==> config.mk <==
export PLATFORM = sky130hd
export DESIGN_NAME = adc_avg_win
export DESIGN_NICKNAME = d
export VERILOG_FILES = /design/src/rtl/adc_avg_win.sv
export SDC_FILE = /design/constraint.sdc
export NUM_CORES = 1
export LEC_CHECK = 0
export BUFFER_PORTS_ARGS = -buffer_cell sky130_fd_sc_hd__buf_4
export CAP_MARGIN = 25
export CORE_UTILIZATION = 59
export DETAILED_ROUTE_END_ITERATION = 10
export GPL_TIMING_DRIVEN = 0
export MAX_ROUTING_LAYER = met4
export PLACE_DENSITY_LB_ADDON = 0.15
export SLEW_MARGIN = 20
export SYNTH_ARGS = -nofsm -noshare
export SYNTH_HDL_FRONTEND = slang
export SYNTH_SLANG_ARGS = --single-unit
==> constraint.sdc <==
create_clock -name s_clk -period 3.29 [get_ports s_clk]
set_clock_uncertainty 0.05 [all_clocks]
set_input_delay 0.658 -clock s_clk [delete_from_list [all_inputs] [get_ports s_clk]]
set_output_delay 0.658 -clock s_clk [all_outputs]
set_load 0.005 [all_outputs]
==> src/rtl/adc_avg_win.sv <==
// adc_avg_win: windowed averager over 2^LOG2_N ADC samples with min/max tracking,
// single-shot or gap-free continuous windows, abort, and optional round-half-up.
module adc_avg_win #(
    parameter int DIN_W  = 8,
    parameter int LOG2_N = 24,
    parameter int OUT_W  = 12,
    parameter int ROUND  = 0
) (
    input  logic              s_clk,
    input  logic              s_rst_n,
    input  logic              start,
    input  logic              cont,
    input  logic              abort,
    input  logic              din_vld,
    input  logic [DIN_W-1:0]  din,
    output logic              busy,
    output logic [LOG2_N-1:0] win_cnt,
    output logic [OUT_W-1:0]  avg,
    output logic [DIN_W-1:0]  min_val,
    output logic [DIN_W-1:0]  max_val,
    output logic              avg_vld
);
    localparam int ACC_W = DIN_W + LOG2_N;

    typedef enum logic {IDLE, ACC} state_t;

    state_t            state, state_n;
    logic [ACC_W-1:0]  acc, sum_n, stg_sum;
    logic [DIN_W-1:0]  run_min, run_max, min_n, max_n, stg_min, stg_max;
    logic [OUT_W-1:0]  avg_n;
    logic              stg_vld, go, take, last;

    always_comb begin
        go      = state == IDLE && start && !abort;
        take    = state == ACC && din_vld && !abort;
        last    = take && win_cnt == '1;
        sum_n   = acc + ACC_W'(din);
        min_n   = din < run_min ? din : run_min;
        max_n   = din > run_max ? din : run_max;
        state_n = state;
        if (go)
            state_n = ACC;
        else if (state == ACC && (abort || (last && !cont)))
            state_n = IDLE;
    end

    // Window registers clear on the final sample too, so continuous mode starts
    // the next window on the very next strobe without losing a sample.
    always_ff @(posedge s_clk or negedge s_rst_n) begin
        if (!s_rst_n) begin
            state   <= IDLE;
            busy    <= 1'b0;
            acc     <= '0;
            win_cnt <= '0;
            run_min <= '1;
            run_max <= '0;
            stg_vld <= 1'b0;
            stg_sum <= '0;
            stg_min <= '0;
            stg_max <= '0;
            avg_vld <= 1'b0;
            avg     <= '0;
            min_val <= '0;
            max_val <= '0;
        end else begin
            state   <= state_n;
            busy    <= state_n == ACC;
            if (go || last) begin
                acc     <= '0;
                win_cnt <= '0;
                run_min <= '1;
                run_max <= '0;
            end else if (take) begin
                acc     <= sum_n;
                win_cnt <= win_cnt + 1'b1;
                run_min <= min_n;
                run_max <= max_n;
            end
            stg_vld <= last;
            if (last) begin
                stg_sum <= sum_n;
                stg_min <= min_n;
                stg_max <= max_n;
            end
            avg_vld <= stg_vld;
            if (stg_vld) begin
                avg     <= avg_n;
                min_val <= stg_min;
                max_val <= stg_max;
            end
        end
    end

    if (ROUND != 0 && ACC_W > OUT_W) begin : g_rnd
        localparam logic [ACC_W:0] HALF = {{ACC_W{1'b0}}, 1'b1} << (ACC_W - OUT_W - 1);
        logic [ACC_W:0] t;
        always_comb begin
            t     = {1'b0, stg_sum} + HALF;
            avg_n = t[ACC_W] ? '1 : t[ACC_W-1 -: OUT_W];
        end
    end else begin : g_trn
        always_comb avg_n = stg_sum[ACC_W-1 -: OUT_W];
    end
endmodule

Word level (Yosys, flattened, before mapping)
Cells that the tools add are included. W data, S select, Z words.

Multiplexer cells: 12. Eq/ne operators: 1. Add/subtract/negate cells: 2. Reductions and logical operators: 13. Order comparisons: 2. Bitwise operators: 1.

Operators by type and width (number): $mux W32 (2); $mux W24 (2); $mux W8 (6); $add A32 B8 Y32 (1); $add A24 B1 Y24 const B (1); $eq A24 B24 Y1 const B (1); $gt A8 B8 Y1 (1); $lt A8 B8 Y1 (1); $logic_and A1 B1 Y1 (7); $reduce_bool A2 Y1 (2); $logic_not A1 Y1 (2); $logic_or A1 B1 Y1 (2); $mux W1 (2); $not A1 Y1 (1).

Bits in registers: 151. Word-level logic and storage cells: 44. Bits of input ports: 14. Output and inout port bits: 54.

Logic depth before layout (Yosys ltp)
Depth in word-level cells: 8. Mapped depth: 9. Depth with buffers taken out: 8.

Worst setup path before layout
Ideal clock, no wire load.

Path type: input to register. From: input din[0]. To: register stg_sum[24]. Data arrival time: 2.483 ns. Required time: 3.158 ns. Buffers on the path: 1. Slack: 0.675 ns. Library setup time: 0.082 ns. Cell stages on the path: 9. Cells stage by stage: ha_1 -> inv_1 -> fa_1 -> nand2b_1 -> a21oi_1 -> o211ai_1 -> clkbuf_1 -> or3_2 -> a31oi_1.

Cells in the longest elaborated chain, start to end: 1.

Ends and longest elaborated chain: start: declaration (line 15) `input logic [DIN_W-1:0] din,`; $add A32 B8 Y32 (line 37) `sum_n = acc + ACC_W'(din);`; end signal: assignment (line 81) `stg_sum <= sum_n;`; end: declaration (line 28) `logic [ACC_W-1:0] acc, sum_n, stg_sum;`.

No other way between the ends. A chain may end at the register's enable or synchronous reset.

Worst setup path in the final report
From: input din[6]. To: register acc[27].

Cells in the longest elaborated chain, start to end: 3.

Ends and longest elaborated chain: $add A32 B8 Y32 (line 37); $mux W32 (line 73) `end else if (take) begin`; $mux W32 (line 68) `if (go || last) begin`; end signal: assignment (line 74) `acc <= sum_n;`; end: declaration (line 28).

No other way between the ends. The select of a mux whose other input is x is not followed.

==> results_dict.tcl <==
set metrics [dict create \
    dr_wl_met3_um 910 \
    syn_area_um2 6740 \
    ant_nets 0 \
    async_reset_ff_frac 1.00 \
    synthMuxAreaShare 0.0616 \
    synth_xor_area_frac 0.0429 \
    io_pins 68 \
    cts-resized-gates 0 \
    relSlewSlack 0.402 \
    status "finished clean" \
    tightest_slew_ns 0.890 \
    r2r_end "acc[27]" \
    numCtsBuffers 17 \
    hp-class "in2async" \
    grt_pass1_wl_um 26800 \
    finalMaxSlewViolations 0 \
    power_frac_clock 0.484 \
    irDropWorstVdd_mv 0.576 \
    reg2reg_from "acc[6]" \
    ys_warn_count 0 \
    cp-start-kind "input pin" \
    crit_slowest_cell "a221o_1" \
    post-route-min-period_ns 2.89 \
    rsz0062_at_grt "no" \
    worstRegToRegCells 8 \
    synth_fa_ha_area_frac 0.0475 \
    vias 5583 \
    post_route_cells_drive_above_1_share 0.207 \
    critPathTopFamily "compound AO/OA/AOI/OAI gates" \
    initial_core_util 0.614 \
    synth_compound_area_frac 0.133 \
    dieHeight_um 109 \
    synth_largest_area_cell "dfrtp_1" \
    final_area_um2 8080 \
    max_freq_mhz 345 \
    drt-total-wl_um 16200 \
    synth_top_family_by_area "simple AND/OR/NAND/NOR gates" \
    swShare 0.236 \
    critical_path_required_ns 3.58 \
    ff2ff_setup_slack_ns 0.43 \
    synth.most_common_cell "dfrtp_1" \
    crit_type "in2reg" \
    grt.overflow.total 0 \
    crit_chain "buf_4 -> ha_1 -> a21o_1 -> a221o_1 -> o21ai_1 -> clkbuf_1 -> buf_2 -> o21ai_0 -> a21oi_1" \
    synthTopCellsByArea "dfrtp_1 46%, mux2_2 4.7%, ha_1 4.5%, nand2_1 4.5%, dfstp_2 3.1%" \
    die_width_um 109 \
    grtUsageTotal 0.306 \
    finalCritPeriodShare 0.880 \
    yosys.area_share.simple 0.194 \
    setup_tns_ns 0 \
    cts_max_path_buffers 2 \
    antenna_found_initial 0 \
    hold_buffers 0 \
    cts-root-buf "clkbuf_16" \
    setup_viol 0 \
    cp_num_buf_inv 3 \
    synth-seq-cells 131 \
    leakage_nw 3.77 \
    synth-edff-count 0 \
    met1Wirelength_um 7020 \
    die-area_um2 11900 \
    fillerInstances 778 \
    synth_top_area_share 0.456 \
    grt_pass1_vias 5503 \
    port_buffers 67 \
    clock_latency_ns 0.42 \
    end_kind "flop" \
    critPathLaunch "din[6]" \
    met2_length_um 7920 \
    pwr-share-comb 0.097 \
    syn_to_final_growth_pct 19.8 \
    vias_per_cell 6.18 \
    netSwitchingPower_uw 961 \
    cpPeakStageDelay_ns 0.46 \
    routed.top_layer "met4" \
    routedWlPerCell_um 18.0 \
    cts_max_level 4 \
    rows 38 \
    fin_nets 789 \
    arrival_ns 3.18 \
    first_pass_iters 5 \
    dp_hpwl_um 11300 \
    internal-power_mw 3.11 \
    antennaDiodeCount 0 \
    grt_max_degree 97 \
    cts_tree "done" \
    syn_nets 702 \
    gp_congestion 0.892 \
    ys_seq_area_frac 0.488 \
    yosys-top-cells-count "123 x dfrtp_1, 80 x nand2_1, 39 x nor2_1, 31 x o21ai_0" \
    path_max_fanout 10 \
    synthCells 663 \
    clock_sinks 131 \
    max_cap_viol_count 0 \
    post_cts_buffers 0 \
    cellPowerDensity_nw_per_um2 503 \
    core_area_um2 11000 \
    drc 0 \
    clkTransAtPathRegs_ns 0.06 \
    synthFlopType "dfrtp_1" \
    first_iter_violations 447 \
    syn_avg_cell_area_um2 10.2 \
    synth_cell_types 58 \
    p_seq_frac 0.419 \
    placed_cell_area_um2 7460 \
    finalHoldViolations 0 \
]
[worst max path at each step]
stage             endpoint  slack (ns)  cells after the start
2_1_floorplan  stg_sum[24]        0.68                      9
3_3_place_gp       acc[29]        0.11                      9
3_5_place_dp       acc[27]        0.05                      9
4_1_cts            acc[27]        0.47                      9
5_1_grt            acc[13]        0.29                      9
6_report           acc[27]        0.40                      9
[cell usage in the layout, fill, tap and decap left out, types with 10 or more instances in the layout]
| cell | Yosys | routed |
|---|---|---|
| xor2_1 | 22 | 22 |
| clkbuf_16 | 0 | 17 |
| buf_4 | 0 | 66 |
| or4_1 | 15 | 15 |
| or3_1 | 11 | 11 |
| mux2_2 | 28 | 28 |
| nand2_1 | 80 | 80 |
| inv_1 | 27 | 27 |
| nand3_1 | 26 | 26 |
| clkbuf_1 | 17 | 19 |
| nand4_1 | 25 | 25 |
| dfrtp_1 | 123 | 123 |
| o21ai_0 | 31 | 31 |
| xnor2_1 | 11 | 11 |
| mux2i_1 | 10 | 10 |
| o211ai_1 | 28 | 28 |
| nor2_1 | 39 | 39 |
| o31ai_1 | 10 | 10 |
| ha_1 | 24 | 24 |
| a21oi_1 | 26 | 26 |
[through the flow]
stage	hold slack (ns)	util	setup slack, ns	power, mW	std cells
after floorplan	0.302	-	0.675	1.97	663
after global placement	0.308	0.676	0.110	2.09	870
after detailed placement	0.309	0.679	0.0535	2.12	871
after CTS	0.0492	0.736	0.474	4.08	903
after global routing	0.0553	0.736	0.286	4.21	903
final	0.0493	0.736	0.395	4.07	903
[sequential cells by signal, summed over array words and instances, names as in the netlist, 12 cells and up]
| signal | flops |
|---|---|
| avg | 12 |
| win_cnt | 24 |
| stg_sum | 12 |
| acc | 32 |
[logic make-up (layout without fill, tap and decap cells)]
family	count (synthesis)	after routing
muxes	38	38
buffers and inverters	55	155
xor gates and xnor gates	33	33
DFF	131	131
adders and majority gates	25	25
and+or+nand+nor	246	246
AOI/OAI and AO/OA	135	135
[power groups by stage]
| stage | Combinational (mW) | Clock, mW | Sequential, mW |
|---|---|---|---|
| 4_1_cts | 0.390 | 1.99 | 1.70 |
| 3_3_place_gp | 0.363 | 0 | 1.73 |
| 2_1_floorplan | 0.250 | 0 | 1.72 |
| 3_5_place_dp | 0.387 | 0 | 1.73 |
| 5_1_grt | 0.440 | 2.06 | 1.71 |
| 6_report | 0.394 | 1.97 | 1.71 |
[metal layers]
metal  global-route usage  up-vias
li1                     -     2589
met1                0.380     2757
met2                0.479      198
met3               0.0675       39
met4                0.137        0
met5                    -        -
[layout make-up]
class | count | area (um^2) | area share
clock inverters | 8 | 123 | 0.0152
flip-flops and latches | 131 | 3290 | 0.407
clock buffers | 24 | 502 | 0.0621
plain buffers | 27 | 125 | 0.0155
multi-input cells | 477 | 3230 | 0.399
well taps | 140 | 175 | 0.0217
repair buffers | 68 | 538 | 0.0666
inverters | 28 | 105 | 0.0130
(Power assumes the default switching activity.)
